[src/rtl/fsm_pkg.sv]
// Shared types and constants for the round-counter controller.
//   state_t      : controller state encoding (IDLE, COUNTING, DONE)
//   DONE_HOLD    : DONE_PULSE value selecting a held DONE (cleared by ack/abort)
//   DONE_ONESHOT : DONE_PULSE value selecting a single-cycle DONE
package fsm_pkg;

   typedef enum logic [1:0] {
      IDLE     = 2'b00,
      COUNTING = 2'b01,
      DONE     = 2'b10
   } state_t;

   localparam bit DONE_HOLD    = 1'b0;
   localparam bit DONE_ONESHOT = 1'b1;

endpackage

[src/rtl/fsm_cnt_core.sv]
// Clear/enable up-counter with a terminal-value compare.
// Ports:
//   clk     in  1  clock, all state on posedge
//   rst     in  1  synchronous active-high reset (count -> 0)
//   clr     in  1  synchronous clear, takes priority over en
//   en      in  1  increment by one (wraps modulo 2^W)
//   term    in  W  terminal value to compare against
//   count   out W  current count
//   at_term out 1  count == term (combinational)
module fsm_cnt_core #(
   parameter int unsigned W = 8
) (
   input  logic         clk,
   input  logic         rst,
   input  logic         clr,
   input  logic         en,
   input  logic [W-1:0] term,
   output logic [W-1:0] count,
   output logic         at_term
);

   always_ff @(posedge clk) begin
      if (rst) begin
         count <= '0;
      end else if (clr) begin
         count <= '0;
      end else if (en) begin
         count <= count + W'(1);
      end
   end

   // Full-width equality, so term = all-ones needs no extra headroom bit.
   assign at_term = (count == term);

endmodule

[src/rtl/fsm_round_counter.sv]
// Start/complete timing controller: counts 0..term per round for
// (repeat_n+1) rounds, then signals done. Supports abort and either a held
// (ack-cleared) or single-cycle done.
// Ports:
//   clk         in  1      clock, all state on posedge
//   rst         in  1      synchronous active-high reset
//   go          in  1      start request, sampled only in IDLE
//   abort       in  1      cancel, effective in COUNTING and DONE
//   ack         in  1      clears a held DONE (ignored in one-shot mode)
//   term        in  CNT_W  terminal count, latched on accepted go
//   repeat_n    in  RPT_W  extra rounds, latched on accepted go
//   busy        out 1      state == COUNTING
//   done        out 1      state == DONE
//   count       out CNT_W  current count
//   rounds_left out RPT_W  rounds remaining after the current one
//   round_tick  out 1      1-cycle pulse after each non-final round wraps
//   aborted     out 1      1-cycle pulse after an accepted abort
module fsm_round_counter
   import fsm_pkg::*;
#(
   parameter int unsigned CNT_W      = 8,
   parameter int unsigned RPT_W      = 4,
   parameter bit          DONE_PULSE = DONE_HOLD
) (
   input  logic             clk,
   input  logic             rst,
   input  logic             go,
   input  logic             abort,
   input  logic             ack,
   input  logic [CNT_W-1:0] term,
   input  logic [RPT_W-1:0] repeat_n,
   output logic             busy,
   output logic             done,
   output logic [CNT_W-1:0] count,
   output logic [RPT_W-1:0] rounds_left,
   output logic             round_tick,
   output logic             aborted
);

   state_t           state;
   logic [CNT_W-1:0] term_q;
   logic             at_term;
   logic             last_round;
   logic             cnt_clr;
   logic             cnt_en;

   assign last_round = (rounds_left == '0);

   // Counter control mirrors the FSM transition priorities below:
   // abort > wrap > increment; the final round's terminal value is held.
   always_comb begin
      cnt_clr = 1'b0;
      cnt_en  = 1'b0;
      case (state)
         IDLE: begin
            cnt_clr = go & ~abort;
         end
         COUNTING: begin
            if (abort) begin
               cnt_clr = 1'b1;
            end else if (at_term) begin
               cnt_clr = ~last_round;
            end else begin
               cnt_en = 1'b1;
            end
         end
         default: begin
         end
      endcase
   end

   fsm_cnt_core #(
      .W (CNT_W)
   ) u_cnt (
      .clk     (clk),
      .rst     (rst),
      .clr     (cnt_clr),
      .en      (cnt_en),
      .term    (term_q),
      .count   (count),
      .at_term (at_term)
   );

   always_ff @(posedge clk) begin
      if (rst) begin
         state       <= IDLE;
         term_q      <= '0;
         rounds_left <= '0;
         round_tick  <= 1'b0;
         aborted     <= 1'b0;
      end else begin
         round_tick <= 1'b0;
         aborted    <= 1'b0;
         case (state)
            IDLE: begin
               // go together with abort is treated as a cancelled start.
               if (go && !abort) begin
                  state       <= COUNTING;
                  term_q      <= term;
                  rounds_left <= repeat_n;
               end
            end
            COUNTING: begin
               if (abort) begin
                  state   <= IDLE;
                  aborted <= 1'b1;
               end else if (at_term) begin
                  if (last_round) begin
                     state <= DONE;
                  end else begin
                     rounds_left <= rounds_left - RPT_W'(1);
                     round_tick  <= 1'b1;
                  end
               end
            end
            DONE: begin
               // go is never looked at here, so go+ack only returns to IDLE.
               if (DONE_PULSE == DONE_ONESHOT) begin
                  state <= IDLE;
               end else if (abort) begin
                  state   <= IDLE;
                  aborted <= 1'b1;
               end else if (ack) begin
                  state <= IDLE;
               end
            end
            default: begin
               state <= IDLE;
            end
         endcase
      end
   end

   assign busy = (state == COUNTING);
   assign done = (state == DONE);

endmodule

[config.mk]
export PLATFORM = sky130hd
export DESIGN_NAME = fsm_round_counter
export DESIGN_NICKNAME = d
export VERILOG_FILES = /design/src/rtl/fsm_pkg.sv /design/src/rtl/fsm_cnt_core.sv /design/src/rtl/fsm_round_counter.sv
export SDC_FILE = /design/constraint.sdc
export NUM_CORES = 1
export LEC_CHECK = 0
export BUFFER_PORTS_ARGS = -buffer_cell sky130_fd_sc_hd__buf_2
export CORE_MARGIN = 2
export CORE_UTILIZATION = 53
export DETAILED_ROUTE_END_ITERATION = 10
export PLACE_DENSITY_LB_ADDON = 0.15
export SLEW_MARGIN = 5
export SYNTH_ARGS = -nofsm -noshare
export SYNTH_HDL_FRONTEND = slang
export SYNTH_SLANG_ARGS = --single-unit
[constraint.sdc]
create_clock -name clk -period 2.25 [get_ports clk]
set_input_delay 0.225 -clock clk [delete_from_list [all_inputs] [get_ports clk]]
set_output_delay 0.225 -clock clk [all_outputs]
set_load 0.03 [all_outputs]
==> flow_metrics.py, run 1 <==
metrics = {
    "place": {
        "dp_cells": 211,
        "placed_cell_area_um2": 1580,
        "hpwl_um": 2340,
        "numPortBuffers": 32,
        "gp_congestion": 0.868,
    },
    "timing": {
        "tightest_slew_ps": 523,
        "rsz0062_at_grt": "no",
        "post-route-min-period_ps": 1980,
        "drv_slew": 0,
        "hold_viol_final": 0,
        "relSlewSlack_pct": 65.2,
        "setup_viol": 0,
        "tns_ps": 0,
        "fmax_mhz": 506,
        "fin_crit_sh_pct": 87.9,
        "fin_skew_ps": 5.01,
    },
    "floorplanning": {
        "coreArea_um2": 2500,
        "die_area_um2": 3100,
        "core.rowCount": 18,
        "die_x_um": 55.7,
        "io_pins": 33,
        "initial_core_util_pct": 56.6,
        "die_h_um": 55.7,
    },
    "critical_path": {
        "critical_path.slowest_cell": "ha_1",
        "r2r_cells": 7,
        "critPathLaunch": "state[1]",
        "crit_type": "reg2reg",
        "end_kind": "register",
        "cpPeakStageDelay_ps": 490,
        "endpoint": "u_cnt.count[7]",
        "r2r_end": "u_cnt.count[7]",
        "timing.critical_path.buf_inv": 1,
        "crit_fanout": 16,
        "cp.depth": 7,
        "startpoint_type": "register",
        "cp_top_family": "simple AND/OR/NAND/NOR gates",
        "worstPathArrival_ps": 2190,
        "path_cells": "inv_1 > ha_1 > and4b_1 > nand4_1 > a211oi_1 > xnor2_1 > nor2_1",
        "critPathRequiredTime_ps": 2470,
        "r2r_slack_ps": 270,
        "r2r_start": "state[1]",
    },
    "logic_synthesis": {
        "ys_async_sr_fraction_pct": 0,
        "synth_area_leaders": "dfxtp_1, mux2i_1, nor2_1, ha_1, xor2_1",
        "synthFlopType": "dfxtp_1",
        "syn_nets": 173,
        "syn_inst": 150,
        "synth_most_common_cell": "dfxtp_1",
        "ys_seq_area_share_pct": 34.0,
        "yosysWarnings": 0,
        "yosys_register_bits": 24,
        "post-synth-top-area-cell": "dfxtp_1",
        "synth_top_cell_area_share_pct": 34.0,
        "ys_types": 44,
        "synth_commonest_cells": "dfxtp_1, nor2_1, a21oi_1, mux2i_1",
        "synth-edff-count": 0,
        "synth_area_um2": 1410,
        "avgSynthCellArea_um2": 9.43,
    },
    "layout": {
        "n_antenna_cell": 0,
        "design_area_um2": 1630,
        "nets": 209,
        "seq_area_um2": 480,
        "area_delta_synth_final_pct": 15.6,
        "multiInputGateArea_um2": 836,
        "fillers": 222,
        "drive_above_1_share_pct": 27.6,
        "fin_cells": 215,
    },
    "power": {
        "p_leak_nw": 0.798,
        "ir_drop_v": 0.000818,
        "power_density_nw_per_um2": 1010,
        "total_power_mw": 1.64,
    },
    "global_route": {
        "gr-usage-all-layers_pct": 20.0,
        "antenna_found_initial": 0,
        "overflow": 0,
        "grt_first_pass_wirelength_um": 4890,
        "grt_pass1_vias": 1063,
        "grt_max_degree": 17,
    },
    "clocking": {
        "postCtsSetupBuffers": 0,
        "numCtsBuffers": 3,
        "clk_pin_slew_worst_paths_ps": 140,
        "cts_resized": 0,
        "h-tree-depth": 1,
        "clk_path_buf_depth": 2,
        "cts_tree": "done",
        "insertion_delay_ps": 320,
        "root_buffer": "clkbuf_4",
        "cts.sinks": 24,
        "hold_buffers": 0,
    },
    "job": {
        "maxCapViolCount": 0,
    },
    "routing": {
        "first_pass_iters": 4,
        "post-route-drc-count": 0,
        "routed_wl_um": 3010,
        "drt-vias-per-instance": 5.50,
        "dr.first_iter.drc_count": 30,
        "ant_nets": 0,
        "num_vias": 1183,
        "avgRoutedWirePerCell_um": 14.0,
    },
    "status": {
        "status": "completed",
    },
    "hold_path": {
        "hold_depth": 3,
        "hp-class": "in2reg",
    },
}
-- placed cells by master, fill, tap and decap left out, types with 2 or more instances in the layout --
cell / synthesis / layout
a311oi_1: 2 / 2
xnor2_1: 7 / 7
nand2_1: 7 / 7
xor2_1: 8 / 8
nor2b_1: 2 / 2
ha_1: 6 / 6
nor4_4: 2 / 2
o21ai_0: 5 / 5
a21oi_1: 10 / 10
inv_1: 8 / 8
buf_4: 0 / 5
and3_1: 3 / 3
buf_2: 1 / 32
nand3b_1: 2 / 2
nor2_1: 21 / 21
a21oi_2: 2 / 2
dfxtp_1: 24 / 24
clkbuf_4: 0 / 3
nand4_1: 3 / 3
mux2i_1: 9 / 9
-- cell type report --
cell class                 instances  area share (%)
sequential                        24            29.4
timing repair buffer              37            12.1
inverter                           8            1.84
multi-input combinational        112            51.1
clock inverter                     1            1.84
clock buffer                       3            1.38
tap                               30            2.30
-- how the worst min path moves through the flow --
| stage | to | startpoint |
|---|---|---|
| global route | term_q[1] | term[1] |
| detailed placement | term_q[5] | term[5] |
| global placement | term_q[1] | term[1] |
| CTS | term_q[0] | term[0] |
| floorplan | term_q[0] | term[0] |
| finish | term_q[0] | term[0] |
-- cell families (layout without fill, tap and decap cells) --
| kind of cell | after synthesis | after routing | share of synthesized area (%) |
|---|---|---|---|
| xor+xnor | 15 | 15 | 9.29 |
| compound gates | 30 | 30 | 15.1 |
| buf+inv | 14 | 49 | 6.90 |
| fa+ha+maj | 6 | 6 | 5.31 |
| simple gates | 51 | 51 | 21.9 |
| mux | 10 | 10 | 7.43 |
| flops | 24 | 24 | 34.0 |
-- flip-flops by register name, indices dropped and copies added (netlist names) --
register / flops
rounds_left: 4
u_cnt.count: 8
term_q: 8
state: 2
aborted: 1
round_tick: 1
-- routing by layer --
layer	routed length, um	global-route usage [%]
met5	0	0
met4	44	7.32
met3	110	3.02
met2	1370	31.1
met1	1480	28.1
-- where the power goes --
part	internal, mW	switching (mW)	total, mW	leakage (nW)
registers	0.485	0.0553	0.540	0.195
logic	0.312	0.473	0.786	0.574
clock network	0.180	0.137	0.317	0.0279
-- through the flow --
stage               hold WS [ps]  util (%)  setup slack [ps]
detailed placement           463      63.3               284
global route                 112      65.4               113
finish                       125      65.4               272
CTS                          116      65.4               278
global placement             453      63.3               345
floorplan                    369         -               387
-- worst min-delay path, stage by stage --
cell	delay (ps)
buf_2	70
mux2i_1	50
nor2_1	70
Note: power is estimated with default switching activity, not from simulation.
==> inputs of run 2 (changes only) <==
--- a/config.mk
+++ b/config.mk
@@ -10,2 +10,3 @@
 export CORE_UTILIZATION = 53
+export CTS_CLUSTER_SIZE = 10
 export DETAILED_ROUTE_END_ITERATION = 10
==> constraint.sdc (replaced) <==
create_clock -name clk -period 2.25 [get_ports clk]
set_input_delay 0.45 -clock clk [delete_from_list [all_inputs] [get_ports clk]]
set_output_delay 0.45 -clock clk [all_outputs]
set_load 0.03 [all_outputs]
==> run 2 against run 1 <==
Against the previous run: first-iteration DRC count is 47% lower; clock power hardly changed; maximum frequency is 3.3% lower; global-route usage is 0.21 points lower; die area stayed put; non-clock buffer count stayed put; register-to-register slack worse by 20 ps; via count is 0.51% lower; hold slack better by 230 ps; critical path type is now reg2out.
==> flow_metrics.py, run 2 (synthesis gave the netlist of run 1 again) <==
metrics = {
    "layout": {
        "nets": 209,
        "fin_util_pct": 65.4,
        "reg_top3": "term_q x8, u_cnt.count x8, rounds_left x4",
        "final_common_cell": "buf_2",
        "area_delta_synth_final_pct": 15.6,
        "seq_area_um2": 480,
        "mostFrequentLayoutCells": "buf_2, dfxtp_1, nor2_1",
        "fillers": 205,
        "n_antenna_cell": 0,
        "multiInputGateArea_um2": 836,
        "drive_above_1_share_pct": 27.6,
    },
    "routing": {
        "drt-vias-per-instance": 5.47,
        "first_pass_iters": 4,
        "dr.first_iter.drc_count": 16,
        "num_vias": 1177,
        "routed_wl_um": 2970,
        "ant_nets": 0,
        "avgRoutedWirePerCell_um": 13.8,
        "post-route-drc-count": 0,
    },
    "job": {
        "maxCapViolCount": 0,
    },
    "clocking": {
        "clk_path_buf_depth": 2,
        "insertion_delay_ps": 320,
        "cts.sinks": 24,
        "cts_tree": "done",
        "hold_buffers": 0,
        "postCtsSetupBuffers": 0,
        "root_buffer": "clkbuf_4",
        "cts_resized": 0,
        "clk_pin_slew_worst_paths_ps": 140,
        "h-tree-depth": 1,
        "numCtsBuffers": 3,
    },
    "power": {
        "p_sw_mw": 0.657,
        "power_density_nw_per_um2": 999,
        "ir_drop_v": 0.000717,
        "p_int_mw": 0.976,
        "p_leak_nw": 0.798,
        "switching_share_pct": 40.2,
        "pwr-share-comb_pct": 47.5,
        "clockPowerShare_pct": 19.4,
        "sequentialPowerShare_pct": 33.1,
    },
    "timing": {
        "tns_ps": 0,
        "fmax_mhz": 489,
        "post-route-min-period_ps": 2050,
        "fin_crit_sh_pct": 90.9,
        "setup_viol": 0,
        "relSlewSlack_pct": 62.2,
        "hold_viol_final": 0,
        "fin_skew_ps": 2.34,
        "rsz0062_at_grt": "no",
        "tightest_slew_ps": 567,
        "drv_slew": 0,
    },
    "critical_path": {
        "r2r_end": "u_cnt.count[1]",
        "end_kind": "output pin",
        "critPathRequiredTime_ps": 1800,
        "worstPathArrival_ps": 1600,
        "r2r_cells": 6,
        "startpoint_type": "register",
        "r2r_start": "state[1]",
        "r2r_slack_ps": 250,
        "crit_fanout": 16,
        "crit_type": "reg2out",
    },
    "hold_path": {
        "hold_depth": 3,
        "worstHoldStart": "term[2]",
        "min_to": "term_q[2]",
        "hp-class": "in2reg",
    },
    "floorplanning": {
        "die_x_um": 55.7,
        "core.rowCount": 18,
        "coreArea_um2": 2500,
        "die_area_um2": 3100,
        "initial_core_util_pct": 56.6,
        "io_pins": 33,
        "die_h_um": 55.7,
    },
    "global_route": {
        "gr-usage-all-layers_pct": 19.8,
        "overflow": 0,
        "grt_first_pass_wirelength_um": 4950,
        "grt_max_degree": 17,
        "grt_pass1_vias": 1088,
        "antenna_found_initial": 0,
    },
    "place": {
        "hpwl_um": 2260,
        "numPortBuffers": 32,
        "gp_congestion": 0.865,
    },
    "status": {
        "status": "completed",
    },
}
-- run 2: layer usage --
layer | wire length, um | GRT usage, % | up-vias
met2 | 1300 | 30.3 | 38
met4 | 51 | 6.62 | 0
li1 | - | - | 594
met3 | 134 | 3.72 | 8
met1 | 1480 | 28.0 | 537
met5 | 0 | 0 | -
-- run 2: cell type report --
class	instances	area share, %
clock buffer	3	1.38
clock inverter	1	1.84
inverter	8	1.84
multi-input combinational	112	51.1
sequential	24	29.4
tap	30	2.30
timing repair buffer	37	12.1
-- run 2: worst max path at each step --
| stage | depth (start not counted) | to | start |
|---|---|---|---|
| floorplan | 7 | state[0] | rounds_left[0] |
| global placement | 7 | u_cnt.count[7] | state[1] |
| detailed placement | 7 | u_cnt.count[7] | state[1] |
| CTS | 3 | busy | state[1] |
| global route | 6 | state[0] | state[1] |
| finish | 3 | busy | state[1] |
-- run 2: metrics by stage --
stage               hold slack (ps)  std cells  area (um2)  power (mW)  setup slack [ps]
finish                          352        215        1630        1.63               205
global route                    336        215        1630        1.74              88.3
CTS                             344        215        1630        1.64               210
detailed placement              510        211        1580        1.32               325
global placement                496        211        1580        1.30               339
floorplan                       471        150        1410        1.16               387
-- run 2: power by group through the flow --
stage          sequential [mW]  clock, mW  combinational, mW
2_1_floorplan            0.599          0              0.565
3_3_place_gp             0.544          0              0.757
3_5_place_dp             0.550          0              0.767
4_1_cts                  0.540      0.325              0.773
5_1_grt                  0.548      0.344              0.850
6_report                 0.541      0.317              0.775
-- run 2: critical path, stage by stage (launching register included) --
cell and delay [ps]:
dfxtp_1 340, inv_1 100, ha_1 530, buf_2 300
==> inputs of run 3 (changes only) <==
CORE_UTILIZATION = 48   (was 53)
clock period = 1.75 ns   (was 2.25 ns; I/O delays follow)
==> run 3 against run 2 <==
Against the previous run: clock power increased by 30%; die area increased by 9.6%; hold slack got worse by 100 ps; non-clock buffer count increased by 15; cell count increased by 7.4%; first-iteration DRC count increased by 69%.
==> flow_metrics.py, run 3 (synthesis gave the netlist of run 1 again) <==
metrics = {
    "status": {
        "status": "completed",
    },
    "timing": {
        "fin_ws_ps": 0.751,
        "hold_viol_final": 0,
        "relSlewSlack_pct": 77.7,
        "rsz0062_at_grt": "yes",
        "tightest_slew_ps": 335,
        "fin_crit_sh_pct": 100,
        "setup_viol": 0,
        "fin_skew_ps": 11.2,
        "fmax_mhz": 572,
        "tns_ps": 0,
        "post-route-min-period_ps": 1750,
        "drv_slew": 0,
    },
    "critical_path": {
        "critPathRequiredTime_ps": 2010,
        "r2r_cells": 7,
        "crit_top_cell": "a21oi_2",
        "timing.critical_path.buf_inv": 1,
        "crit_fanout": 4,
        "worstPathArrival_ps": 2010,
        "end_kind": "register",
        "path_cells": "inv_2 > ha_4 > or3b_4 > a21oi_2 > o21ai_2 > or3b_1 > a21oi_2",
        "cp_top_family": "simple AND/OR/NAND/NOR gates",
        "cp.depth": 7,
        "crit_type": "reg2reg",
        "critical_path.slowest_cell": "or3b_4",
        "startpoint_type": "register",
        "cpPeakStageDelay_ps": 390,
    },
    "floorplanning": {
        "die_area_um2": 3400,
        "io_pins": 33,
        "core.rowCount": 19,
        "die_x_um": 58.3,
        "die_h_um": 58.3,
        "initial_core_util_pct": 50.8,
        "coreArea_um2": 2780,
    },
    "power": {
        "power_density_nw_per_um2": 1290,
        "total_power_mw": 2.33,
        "p_leak_nw": 0.874,
        "ir_drop_v": 0.00111,
    },
    "job": {
        "maxCapViolCount": 0,
    },
    "layout": {
        "nets": 224,
        "fin_cells": 231,
        "n_antenna_cell": 0,
        "reg_top3": "term_q x8, u_cnt.count x8, rounds_left x4",
        "mostFrequentLayoutCells": "buf_2, buf_4, nor2_1",
        "drive_above_1_share_pct": 43.5,
        "final_common_cell": "buf_2",
        "area_delta_synth_final_pct": 28.1,
    },
    "place": {
        "hpwl_um": 2480,
        "numPortBuffers": 32,
        "pre_cts_slack_ps": -33.0,
        "gp_congestion": 0.837,
        "dp_cells": 226,
    },
    "clocking": {
        "clk_path_buf_depth": 2,
        "cts.sinks": 24,
        "insertion_delay_ps": 330,
        "h-tree-depth": 1,
        "numCtsBuffers": 3,
        "clk_pin_slew_worst_paths_ps": 150,
        "root_buffer": "clkbuf_4",
        "cts_tree": "done",
    },
    "hold_path": {
        "hold_depth": 3,
        "hp-class": "in2reg",
    },
    "global_route": {
        "gr-usage-all-layers_pct": 20.4,
        "grt_pass1_vias": 1171,
        "grt_max_degree": 15,
        "overflow": 0,
        "antenna_found_initial": 0,
        "grt_first_pass_wirelength_um": 5360,
    },
    "routing": {
        "post-route-drc-count": 0,
        "avgRoutedWirePerCell_um": 13.8,
        "drt-vias-per-instance": 5.42,
        "first_pass_iters": 4,
        "ant_nets": 0,
        "dr.first_iter.drc_count": 27,
        "routed_wl_um": 3190,
        "num_vias": 1253,
    },
}
## run 3: changes by cell type in the layout (fill, tap and decap cells not counted), moves of 3 or more
cell,previous run,this run
nor2_1,21,18
nor2_2,0,3
dfxtp_2,0,8
buf_4,5,19
ha_1,6,3
dfxtp_1,24,16
## run 3: tightest hold or removal path, stage by stage
cell	delay, ps
buf_2	70
mux2i_1	50
nor2_1	70
## run 3: power breakdown
group	internal [mW]	leakage (nW)	switching (mW)
Sequential	0.629	0.199	0.0577
Combinational	0.544	0.648	0.685
Clock	0.232	0.0279	0.181
Total	1.40	0.874	0.923
## run 3: worst paths after layout
check             slack, ps      startpoint         to
hold reg to reg         520       term_q[0]  term_q[0]
setup / recovery        0.8  rounds_left[1]   state[0]
hold / removal          250         term[3]  term_q[3]
setup reg to reg        0.8  rounds_left[1]   state[0]
## run 3: routing by layer
| layer | GRT usage [%] | wire, um |
|---|---|---|
| met2 | 31.0 | 1400 |
| met1 | 29.6 | 1600 |
| met5 | 0 | 0 |
| met4 | 3.65 | 10 |
| met3 | 5.13 | 179 |
## run 3: area by class of cell
cell class / instances / area [um2]
Multi-Input combinational cell: 112 / 885
Inverter: 8 / 30.0
Sequential cell: 24 / 490
Fill cell: 243 / 971
Clock buffer: 3 / 22.5
Tap cell: 31 / 38.8
Timing Repair Buffer: 52 / 314
Clock inverter: 1 / 30.0
## run 3: stage by stage
stage / hold slack [ps] / instance area [um2] / util (%)
floorplan: 473 / 1420 / -
global placement: 489 / 1690 / 60.9
detailed placement: 505 / 1690 / 60.9
CTS: 235 / 1760 / 63.2
global route: 251 / 1810 / 65.1
finish: 249 / 1810 / 65.1
## run 3: what timing repair did
item | in CTS | in global routing
gates resized for setup | 4 | 14
pin swaps | 1 | 13
setup buffers | 0 | 1
endpoints found under the setup margin | 1 | 12
hold buffers | 0 | 0
